### config.mk
export PLATFORM = sky130hd
export DESIGN_NAME = adder_measure_sequencer
export DESIGN_NICKNAME = d
export VERILOG_FILES = /design/src/rtl/adder_measure_sequencer.sv
export SDC_FILE = /design/constraint.sdc
export NUM_CORES = 1
export LEC_CHECK = 0
export CORE_AREA = 5 5 242 244
export CTS_CLUSTER_SIZE = 40
export DETAILED_ROUTE_END_ITERATION = 7
export DIE_AREA = 0 0 247 249
export DONT_BUFFER_PORTS = 1
export PLACE_DENSITY = 0.59
export SYNTH_ARGS = -nofsm -noshare
export SYNTH_HDL_FRONTEND = slang
export SYNTH_SLANG_ARGS = --single-unit
### constraint.sdc
create_clock -name wb_clk_i -period 7.1 [get_ports wb_clk_i]
set_input_delay 1.42 -clock wb_clk_i [delete_from_list [all_inputs] [get_ports wb_clk_i]]
set_output_delay 1.42 -clock wb_clk_i [all_outputs]
set_load 0.01 [all_outputs]
### src/rtl/adder_measure_sequencer.sv
// adder_measure_sequencer
// Runs one delay measurement of the instrumented adder. It drives the operands
// and the active-low tap selects, closes the ring for a programmed gate window,
// counts rising edges of the synchronised chain_out and reports the count
// through a start/busy/done handshake.
module adder_measure_sequencer #(
    parameter int unsigned WIDTH         = 32,
    parameter int unsigned TIMER_W       = 32,
    parameter int unsigned COUNT_W       = 32,
    parameter int unsigned SETTLE_CYCLES = 4,
    parameter int unsigned SYNC_STAGES   = 2
) (
    input  logic               wb_clk_i,
    input  logic               wb_rst_n,
    input  logic               start,
    input  logic               abort,
    input  logic [WIDTH-1:0]   cfg_a,
    input  logic [WIDTH-1:0]   cfg_b,
    input  logic [WIDTH-1:0]   cfg_ring_sel,
    input  logic [WIDTH-1:0]   cfg_ext_sel,
    input  logic [WIDTH-1:0]   cfg_out_sel,
    input  logic [TIMER_W-1:0] cfg_window,
    input  logic               chain_out,
    output logic [WIDTH-1:0]   adder_a,
    output logic [WIDTH-1:0]   adder_b,
    output logic [WIDTH-1:0]   ring_sel_n,
    output logic [WIDTH-1:0]   ext_sel_n,
    output logic [WIDTH-1:0]   out_sel_n,
    output logic               busy,
    output logic               done,
    output logic [COUNT_W-1:0] result,
    output logic               overflow
);

    localparam int unsigned SETTLE_W = (SETTLE_CYCLES > 1) ? $clog2(SETTLE_CYCLES) : 1;
    localparam logic [SETTLE_W-1:0] SETTLE_LAST = SETTLE_W'(SETTLE_CYCLES - 1);

    typedef enum logic [2:0] {
        IDLE,
        SETUP,
        SETTLE,
        MEASURE,
        DONE
    } state_t;

    state_t state;
    state_t state_nxt;

    logic [WIDTH-1:0]       a_q;
    logic [WIDTH-1:0]       b_q;
    logic [WIDTH-1:0]       ring_q;
    logic [WIDTH-1:0]       ext_q;
    logic [WIDTH-1:0]       out_q;
    logic [TIMER_W-1:0]     window_q;

    logic [SETTLE_W-1:0]    settle_cnt;
    logic                   settle_last;
    logic [TIMER_W-1:0]     timer;

    logic [SYNC_STAGES-1:0] sync_q;
    logic                   sync_out;
    logic                   edge_prev;
    logic                   rise;
    logic [COUNT_W-1:0]     edge_cnt;
    logic [COUNT_W-1:0]     cnt_nxt;
    logic                   ovf_flag;
    logic                   ovf_nxt;

    assign settle_last = (settle_cnt == SETTLE_LAST);
    assign sync_out    = sync_q[SYNC_STAGES-1];
    assign rise        = sync_out & ~edge_prev;

    // State register
    always_ff @(posedge wb_clk_i or negedge wb_rst_n) begin
        if (!wb_rst_n) state <= IDLE;
        else           state <= state_nxt;
    end

    // Next-state logic; abort takes priority over start and over window expiry
    always_comb begin
        state_nxt = state;
        unique case (state)
            IDLE, DONE: state_nxt = (start && !abort) ? SETUP : IDLE;
            SETUP:      state_nxt = abort ? IDLE : SETTLE;
            SETTLE: begin
                if (abort)
                    state_nxt = IDLE;
                else if (settle_last)
                    state_nxt = (window_q == '0) ? DONE : MEASURE;
            end
            MEASURE: begin
                if (abort)
                    state_nxt = IDLE;
                else if (timer == TIMER_W'(1))
                    state_nxt = DONE;
            end
            default:    state_nxt = IDLE;
        endcase
    end

    // Handshake outputs decoded from the current state
    always_comb begin
        busy = (state == SETUP) || (state == SETTLE) || (state == MEASURE);
        done = (state == DONE);
    end

    // Capture the configuration when a start is accepted
    always_ff @(posedge wb_clk_i or negedge wb_rst_n) begin
        if (!wb_rst_n) begin
            a_q      <= '0;
            b_q      <= '0;
            ring_q   <= '0;
            ext_q    <= '0;
            out_q    <= '0;
            window_q <= '0;
        end else if (state_nxt == SETUP) begin
            a_q      <= cfg_a;
            b_q      <= cfg_b;
            ring_q   <= cfg_ring_sel;
            ext_q    <= cfg_ext_sel;
            out_q    <= cfg_out_sel;
            window_q <= cfg_window;
        end
    end

    // Settle-cycle counter and gate-window down-counter
    always_ff @(posedge wb_clk_i or negedge wb_rst_n) begin
        if (!wb_rst_n) begin
            settle_cnt <= '0;
            timer      <= '0;
        end else begin
            settle_cnt <= (state == SETTLE) ? settle_cnt + SETTLE_W'(1) : '0;
            if (state == SETTLE)
                timer <= window_q;
            else if (state == MEASURE)
                timer <= timer - TIMER_W'(1);
        end
    end

    // Adder operands and tap selects; the ring is closed only for MEASURE cycles
    always_ff @(posedge wb_clk_i or negedge wb_rst_n) begin
        if (!wb_rst_n) begin
            adder_a    <= '0;
            adder_b    <= '0;
            ring_sel_n <= '1;
            ext_sel_n  <= '1;
            out_sel_n  <= '1;
        end else if (state_nxt == IDLE || state_nxt == DONE) begin
            ring_sel_n <= '1;
            ext_sel_n  <= '1;
            out_sel_n  <= '1;
        end else if (state == SETUP) begin
            adder_a    <= a_q;
            adder_b    <= b_q;
            ext_sel_n  <= ~ext_q;
            out_sel_n  <= ~out_q;
        end else if (state == SETTLE && state_nxt == MEASURE) begin
            ring_sel_n <= ~ring_q;
        end
    end

    // chain_out synchroniser and edge-detect history
    always_ff @(posedge wb_clk_i or negedge wb_rst_n) begin
        if (!wb_rst_n) begin
            sync_q    <= '0;
            edge_prev <= 1'b0;
        end else begin
            sync_q    <= {sync_q[SYNC_STAGES-2:0], chain_out};
            edge_prev <= sync_out;
        end
    end

    // Saturating increment of the edge count
    always_comb begin
        cnt_nxt = edge_cnt;
        ovf_nxt = ovf_flag;
        if (rise) begin
            if (edge_cnt == '1) ovf_nxt = 1'b1;
            else                cnt_nxt = edge_cnt + COUNT_W'(1);
        end
    end

    // Edge counter: cleared while settling, advanced during the gate window
    always_ff @(posedge wb_clk_i or negedge wb_rst_n) begin
        if (!wb_rst_n) begin
            edge_cnt <= '0;
            ovf_flag <= 1'b0;
        end else if (state == SETTLE) begin
            edge_cnt <= '0;
            ovf_flag <= 1'b0;
        end else if (state == MEASURE) begin
            edge_cnt <= cnt_nxt;
            ovf_flag <= ovf_nxt;
        end
    end

    // Result publish on entry to DONE, so it is valid alongside the done pulse
    always_ff @(posedge wb_clk_i or negedge wb_rst_n) begin
        if (!wb_rst_n) begin
            result   <= '0;
            overflow <= 1'b0;
        end else if (state_nxt == DONE) begin
            result   <= (state == MEASURE) ? cnt_nxt : '0;
            overflow <= (state == MEASURE) ? ovf_nxt : 1'b0;
        end
    end

endmodule

==> summary by stage, run 1 <==
Status
The flow ran to the end, but the final reports show violations. The checks that failed: slew limit.

Power and ir drop
The portion of total power attributed to the clock network is 0.382. VDD sags by at most 206 uV. Cell internal power was estimated by the tool at 5.16 mW. The share of total power dissipated in sequential elements is 0.504. The net load switching power is 2.05 mW. The power density over the cells is 331 nW/um^2. The reported leakage power is 9.69 nW.

Of the total power, combinational logic draws 0.114. Of the total power, the share spent switching nets is 0.285.

Critical path
The cell family contributing the most delay on the critical path is simple AND/OR/NAND/NOR gates. The worst register-to-register path has a depth of 7. The startpoint class of the critical path is a register.

STA puts the critical path data arrival time at 4.20 ns. The critical path is of the register to register type. The number of buffers and inverters on the critical path is 1.

The slowest stage of the critical path belongs to the cell buf_4. The kind of end point of the critical path is a register. The signal on the critical path passes through nor4_1 -> nand4b_1 -> nor4_4 -> o31a_2 -> o22a_4 -> buf_4 -> a2bb2oi_1. The critical path runs through a total of 7 cells. Of all nets on the critical path, the largest fanout is 61. The worst path required time is 7.61 ns. The critical path's largest stage delay is 0.81 ns.

Floorplan
The die outline width is 247 um. The initial core utilization is 0.347. The floorplan step set the die height to 249 um. The floorplan row count is 87. The core region is 56100 um^2.

The die covers 61500 um^2. The top-level port count is 392.

Route
The starting DRC count in detailed routing is 966. The detailed-route via count is 13500. In this run the remaining antenna-violating nets after routing total 0. Dividing the detail-routed via count by the number of cells gives 5.13. The average wire per standard cell is 19.6 um. The first TritonRoute pass finished after 6 iterations. In the routed design, unresolved DRC markers number 0.

The overall routed net length is 51700 um.

Clock network
The setup fix buffers added after clock tree synthesis is 0. The count of cells resized by post-cts repair is 0. The maximum number of buffers from clock root to sink is 3. The CTS tree is built.

The total of hold buffers inserted after clock tree synthesis is 0. The CTS buffer count is 52. After clock tree synthesis, the clock-pin slew on the worst setup and hold paths is 0.06 ns.

The root buffer cell is clkbuf_16. The CTS sink count is 458. At the later pin of the worst-skew pair, clock insertion delay measures 0.59 ns.

The H-tree level count is 2.

GRT
The number of global-route vias before repair is 13700. The global routing met3 resource utilization is 0.0676. The overall track demand over capacity in global routing is 0.163. The total overflow left after global routing is 0. The first global-routing pass estimated 80800 um of wire.

The initial antenna violation count is 9. The pin count of the biggest net entering global routing is 459. In the global route stage, met1 resource usage came out at 0.199. For this run, global-route usage on met2 was measured as 0.265. In this run the most used layer during global routing was met2.

Synthesis
During synthesis, Yosys emitted a total of 0 warnings. The cell count after synthesis is 1885. The number of enable-type register cells in the synthesized netlist is 0. The area of the mapped netlist is 19400 um^2.

When the netlist entered floorplanning its net count stood at 2086. The portion of the post-synthesis area used by sequential elements is 0.596. In this run, distinct cell masters in the synthesized netlist total 56. The synthesized area divided by synthesized cell count is 10.3 um^2. The number of storage elements in the synthesis netlist is 458.

The share of flip-flops with an asynchronous set or reset after synthesis is 1.00. The most used flip-flop cell after synthesis is dfrtp_1.

Timing
The worst-margin pin slew is 2.21 ns. In the final timing run, aggregate negative setup slack is 0 ns. Headroom to the max-slew limit came out at -0.471.

The final clock skew is 0.0242 ns. The top achievable clock speed is 0.271 GHz. In the finished design, the share of the clock period the worst path needs comes to 0.519. Setup repair after global routing left no endpoint under its margin.

The final number of hold-violating endpoints is 0. The post-layout minimum cycle time is 3.69 ns. Setup violations remaining at the end of the flow were counted as 0. The final count of pins violating max slew was 293.

Final layout
The net count of the finished layout is 2035. Fill cells in the final layout number 5481. Compared with the post-synthesis result, the final layout area differs by 11.9%. Of the cells placed in the final design, the portion with a size suffix greater than 1 is 0.177.

For this run, the share of the core covered by cells in the final layout is 0.388.

Placement
The global placement routability congestion is 0.810. Buffers placed on the I/O ports in this run total 0. The wire-length estimate of the detail-placed layout is 33500 um.

Flow run
The number of maximum-capacitance constraint violations is 0.

Min path
Along the worst hold path, the cell count comes to 0. The worst hold-check path type is register to register.
flip-flops by register name (all words and copies together), names as in the netlist, 3 cells and up:
name,count
edge_cnt,32
out_sel_n,32
ext_q,32
state,3
b_q,32
a_q,32
ring_sel_n,32
ext_sel_n,32
result,32
timer,32
adder_a,32
adder_b,32
out_q,32
ring_q,32
window_q,32
layout by cell type, fill, tap and decap left out, types with 5 or more instances in the layout:
| cell type | count |
|---|---|
| nand3_1 | 39 |
| nor2_1 | 86 |
| nand2b_1 | 7 |
| clkbuf_8 | 8 |
| nand4_1 | 18 |
| o21ai_0 | 67 |
| mux2_2 | 64 |
| a2bb2oi_2 | 60 |
| dfstp_2 | 96 |
| or3_1 | 6 |
| bufinv_16 | 5 |
| clkinv_2 | 7 |
| and3_1 | 6 |
| clkbuf_1 | 9 |
| clkinvlp_4 | 7 |
| nand2_1 | 662 |
| nor3_1 | 21 |
| o22ai_1 | 29 |
| o31ai_1 | 9 |
| a21oi_1 | 40 |
| mux2i_1 | 22 |
| dfrtp_1 | 362 |
| clkbuf_16 | 53 |
| xnor2_1 | 9 |
| a21o_1 | 17 |
| inv_1 | 8 |
| diode_2 | 6 |
| xor2_1 | 19 |
| a22oi_1 | 32 |
| buf_4 | 14 |
| nor4_1 | 24 |
power by group through the flow:
stage               clock [mW]  combinational, mW  sequential (mW)
finish                    2.75              0.821             3.63
CTS                       2.84              0.830             3.64
detailed placement           0              0.828             3.68
floorplan                    0              0.717             3.51
global placement             0              0.794             3.66
global route              2.94              0.941             3.70
per-stage QoR:
step,worst slack [ns],instances,instance area (um^2),total power [mW],hold slack [ns]
2_1_floorplan,3.95,1885,19400,4.23,0.331
3_3_place_gp,3.23,2536,20000,4.45,0.340
3_5_place_dp,3.16,2536,20000,4.51,0.341
4_1_cts,3.14,2630,21700,7.31,0.360
5_1_grt,3.11,2633,21700,7.59,0.372
6_report,3.41,2636,21800,7.21,0.356
cell type report:
type                       instances  area [um^2]  area share
sequential                       458        11600       0.532
multi-input combinational       1299         7300       0.335
clock buffer                      70         1470      0.0676
tap                              756          946      0.0435
clock inverter                    24          293      0.0135
timing repair buffer              15          125     0.00575
inverter                           8         30.0     0.00138
antenna                            6         15.0    0.000690
final timing paths:
| kind | start | end | slack [ns] |
|---|---|---|---|
| min in group asynchronous | wb_rst_n | a_q[1] | 0.54 |
| setup / recovery | timer[10] | out_sel_n[1] | 3.41 |
| setup reg to reg | timer[10] | out_sel_n[1] | 3.41 |
| max in group asynchronous | wb_rst_n | a_q[28] | 4.80 |
| hold / removal | sync_q[0] | sync_q[1] | 0.36 |
| hold reg to reg | sync_q[0] | sync_q[1] | 0.36 |
per-layer routing:
| metal | up-vias | wire length, um |
|---|---|---|
| li1 | 6303 | - |
| met1 | 6763 | 20400 |
| met2 | 366 | 25200 |
| met3 | 90 | 4770 |
| met4 | 6 | 1300 |
| met5 | - | 47 |
synth_stat cells (all sizes together), types with 5 or more instances:
cell type	n	area, um^2
nand2	663	2490
dfrtp	362	9060
clkbuf	105	394
dfstp	96	2520
nor2	86	323
o21ai	67	335
a2bb2oi	64	936
mux2	64	721
a21oi	40	200
nand3	39	195
a22oi	33	248
o22ai	29	181
nor4	26	178
mux2i	22	220
nor3	21	105
xor2	19	166
nand4	18	113
a21o	17	128
buf	15	175
o31ai	9	67.6
xnor2	9	78.8
inv	8	30.0
and3	7	43.8
nand2b	7	43.8
or3	6	37.5
or4	5	41.3
worst register-to-register path: cells and delay by family, from the launching register on:
family                 cells  cell delay [ns]
AO/OA/AOI/OAI              3             0.70
buffers and inverters      1             0.81
flip-flops                 1             0.41
AND/OR/NAND/NOR            3             1.70
kinds of logic after synthesis:
kind of cell,synth area share
adder cells (fa/ha/maj),0.00257
flip-flops,0.596
AO/OA/AOI/OAI,0.119
buffers and inverters,0.0308
XOR/XNOR,0.0126
AND/OR/NAND/NOR,0.191
multiplexers,0.0484
Note: power is estimated with default switching activity, not from simulation.
==> run 2: changes to the inputs <==
--- a/config.mk
+++ b/config.mk
@@ -10,7 +10,7 @@
 export DETAILED_ROUTE_END_ITERATION = 7
 export DIE_AREA = 0 0 247 249
 export DONT_BUFFER_PORTS = 1
-export PLACE_DENSITY = 0.59
+export PLACE_DENSITY = 0.6
 export SYNTH_ARGS = -nofsm -noshare
 export SYNTH_HDL_FRONTEND = slang
 export SYNTH_SLANG_ARGS = --single-unit
==> constraint.sdc (replaced) <==
create_clock -name wb_clk_i -period 3.34 [get_ports wb_clk_i]
set_input_delay 0.668 -clock wb_clk_i [delete_from_list [all_inputs] [get_ports wb_clk_i]]
set_output_delay 0.668 -clock wb_clk_i [all_outputs]
set_load 0.01 [all_outputs]
==> summary by stage, run 2 (same netlist as run 1, synthesis figures left out) <==
Timing
The worst-margin pin slew is 1.20 ns (-1.01 ns). The post-layout minimum cycle time came to 2.83 ns (-0.861 ns). The setup TNS came to 0 ns (unchanged). The final clock skew is 0.0177 ns (-0.00650 ns). The final number of hold-violating endpoints is 241 (+241).

The number of failing setup endpoints in the final timing report is 0 (unchanged). The final worst hold slack was -0.212 ns (-0.567 ns). The final count of pins violating max slew is 0 (-100%). The top achievable clock speed is 0.354 GHz (+30%). The worst relative slew slack is 0.201 (+0.673). Setup repair after global routing left no endpoint under its margin. The period utilization is 0.846 (+0.327). The post-layout worst setup margin is 0.514 ns (-2.90 ns).

Placement
The final HPWL from detailed placement is 33600 um (+0.42%). The minimum setup slack after placement came to 0.526 ns (-2.64 ns). The cell count after placement was 2549 (+0.51%). The global placement routability congestion is 0.796 (-1.6%). The count of buffers inserted at the top-level ports is 0 (unchanged).

Critical path
The critical path's largest stage delay is 0.54 ns (-0.27 ns). The startpoint class of the critical path is a register. Walking the worst path, the cells encountered are or4_1 -> or4_4 -> nor4_4 -> o31a_2 -> o22a_4 -> buf_4 -> a2bb2oi_2. The kind of end point of the critical path is a register. The worst path required time is 3.85 ns (-3.76 ns).

The critical path class is register to register. The endpoint arrival time on the critical path was 3.34 ns (-0.86 ns). The standard cell with the maximum stage delay on the critical path is or4_1.

The top fanout value on the critical path came to 28 (-54%). The path depth of the worst reg2reg path is 7 (unchanged).

Final layout
The post-route non-filler standard cell count is 2643 (+0.27%). The share of final-layout standard cells stronger than drive strength 1 is 0.175 (-0.00191). The library cell used most frequently in the layout, excluding fill and tap cells, is nand2_1. From synthesis to final layout, the design area changed by 11.8%. The core occupancy in the finished layout is 0.388 (-0.000424).

The top cell types in the final layout, fill and taps aside, are nand2_1, dfrtp_1, dfstp_2, nor2_1, o21ai_0. The number of inserted filler cells in the final layout is 5480 (-0.018%). The final net count is 2047 (+0.59%).

Power and ir drop
The reported leakage power is 9.70 nW (about the same). The power density over the cells was 684 nW/um^2 (+110%). The maximum vdd drop is 461 uV (+120%).

Clock network
The root buffer cell is clkbuf_16. The clock transition at the registers of the reported paths is 0.06 ns (about the same). The CTS tree is built. The H-tree level count was 2 (unchanged). The clock latency on the worst-skew pair came to 0.59 ns (about the same). The CTS sink count is 458 (unchanged). The maximum number of buffers from clock root to sink is 3 (unchanged).

The count of cells resized by post-cts repair was 0 (unchanged). The CTS buffer count is 51 (-1.9%).

GRT
The initial antenna violation count is 7 (-2). The overall track demand over capacity in global routing is 0.165 (+0.00228). The leftover overflow at the end of global routing is 0 (unchanged). The number of global-route vias before repair is 13900 (+1.1%). The pin count of the biggest net entering global routing came to 459 (unchanged). The wire length of the first global-routing pass came to 81800 um (+1.2%).

Route
The detailed-route via count is 13600 (+0.20%). The overall routed net length was 51800 um (about the same). The post-detailed-route via-to-cell ratio was 5.13 (about the same). The post-detailed-route DRC marker count is 0 (unchanged).

The number of optimization iterations in the first detailed-route pass is 5 (-1). The remaining antenna violation count is 0 (unchanged). The average wire per standard cell is 19.6 um (-0.17%).

The starting DRC count in detailed routing is 856 (-11%).

Flow run
The number of maximum-capacitance constraint violations is 0 (unchanged).

Floorplan
The top-level port count was 392 (unchanged). The total core area came to 56100 um^2 (unchanged). The height of the die is 249 um (unchanged). The die outline width was 247 um (unchanged). The initial core utilization is 0.347 (unchanged). The floorplan row count came to 87 (unchanged).

The total die area is 61500 um^2 (unchanged).

Status
The checks that failed: hold timing. The flow ran to the end, but the final reports show violations.

Min path
The path class of the tightest hold or removal check is primary input to asynchronous set/reset pin.
==> run 2: changes by cell type in the layout (fill, tap and decap cells not counted), sizes merged <==
| cell | delta |
|---|---|
| buf | +13 |
| bufinv | -5 |
| clkbuf | +12 |
| inv | -1 |
| clkinv | -5 |
| diode | -2 |
| clkinvlp | -5 |
==> run 2: path summary, 6_finish.rpt <==
path                       startpoint       endpoint  slack (ns)
setup reg to reg            timer[26]  out_sel_n[24]        0.51
hold / removal               wb_rst_n     ring_q[15]       -0.21
setup / recovery            timer[26]  out_sel_n[24]        0.51
max in group asynchronous    wb_rst_n      result[3]        2.60
hold reg to reg             sync_q[0]      sync_q[1]        0.35
min in group wb_clk_i       chain_out      sync_q[0]        0.12
==> run 2: metrics by stage <==
stage | power, mW | area [um^2] | hold slack (ns)
6_report | 14.9 | 21700 | -0.212
5_1_grt | 15.7 | 21700 | -0.254
4_1_cts | 15.1 | 21700 | -0.257
3_5_place_dp | 9.61 | 20100 | 0.344
3_3_place_gp | 9.48 | 20100 | 0.344
2_1_floorplan | 8.98 | 19400 | 0.331
==> run 2: final cells by class <==
| cell class | instances | area (um^2) | share of cell area |
|---|---|---|---|
| Timing Repair Buffer | 28 | 273 | 0.0126 |
| Tap cell | 756 | 946 | 0.0435 |
| Sequential cell | 458 | 11600 | 0.533 |
| Clock inverter | 8 | 63.8 | 0.00294 |
| Multi-Input combinational cell | 1299 | 7290 | 0.336 |
| Inverter | 8 | 30.0 | 0.00138 |
| Antenna cell | 4 | 10.0 | 0.000461 |
| Clock buffer | 82 | 1540 | 0.0706 |
==> run 2: report_power, final <==
part | switching [mW] | leakage [nW] | internal [mW]
logic | 0.909 | 3.31 | 0.877
registers | 1.08 | 5.61 | 6.62
clock network | 2.25 | 0.777 | 3.13
total | 4.24 | 9.70 | 10.6
==> run 2: timing repair <==
item / CTS / global route
buffers inserted: 0 / 0
endpoints found under the setup margin: 0 / 0
endpoints found under the hold margin: 400 / 398
==> run 2: critical path, delay by kind of cell, from the launching register on <==
family	cells	cell delay [ns]
compound gates	3	0.55
buf+inv	1	0.43
simple gates	3	1.33
flops	1	0.43
==> run 2: metal layers <==
layer | GRT usage | vias up | wire (um)
li1 | - | 6310 | -
met1 | 0.200 | 6742 | 20300
met2 | 0.273 | 394 | 25300
met3 | 0.0587 | 103 | 4420
met4 | 0.0603 | 6 | 1710
met5 | 0 | - | 41
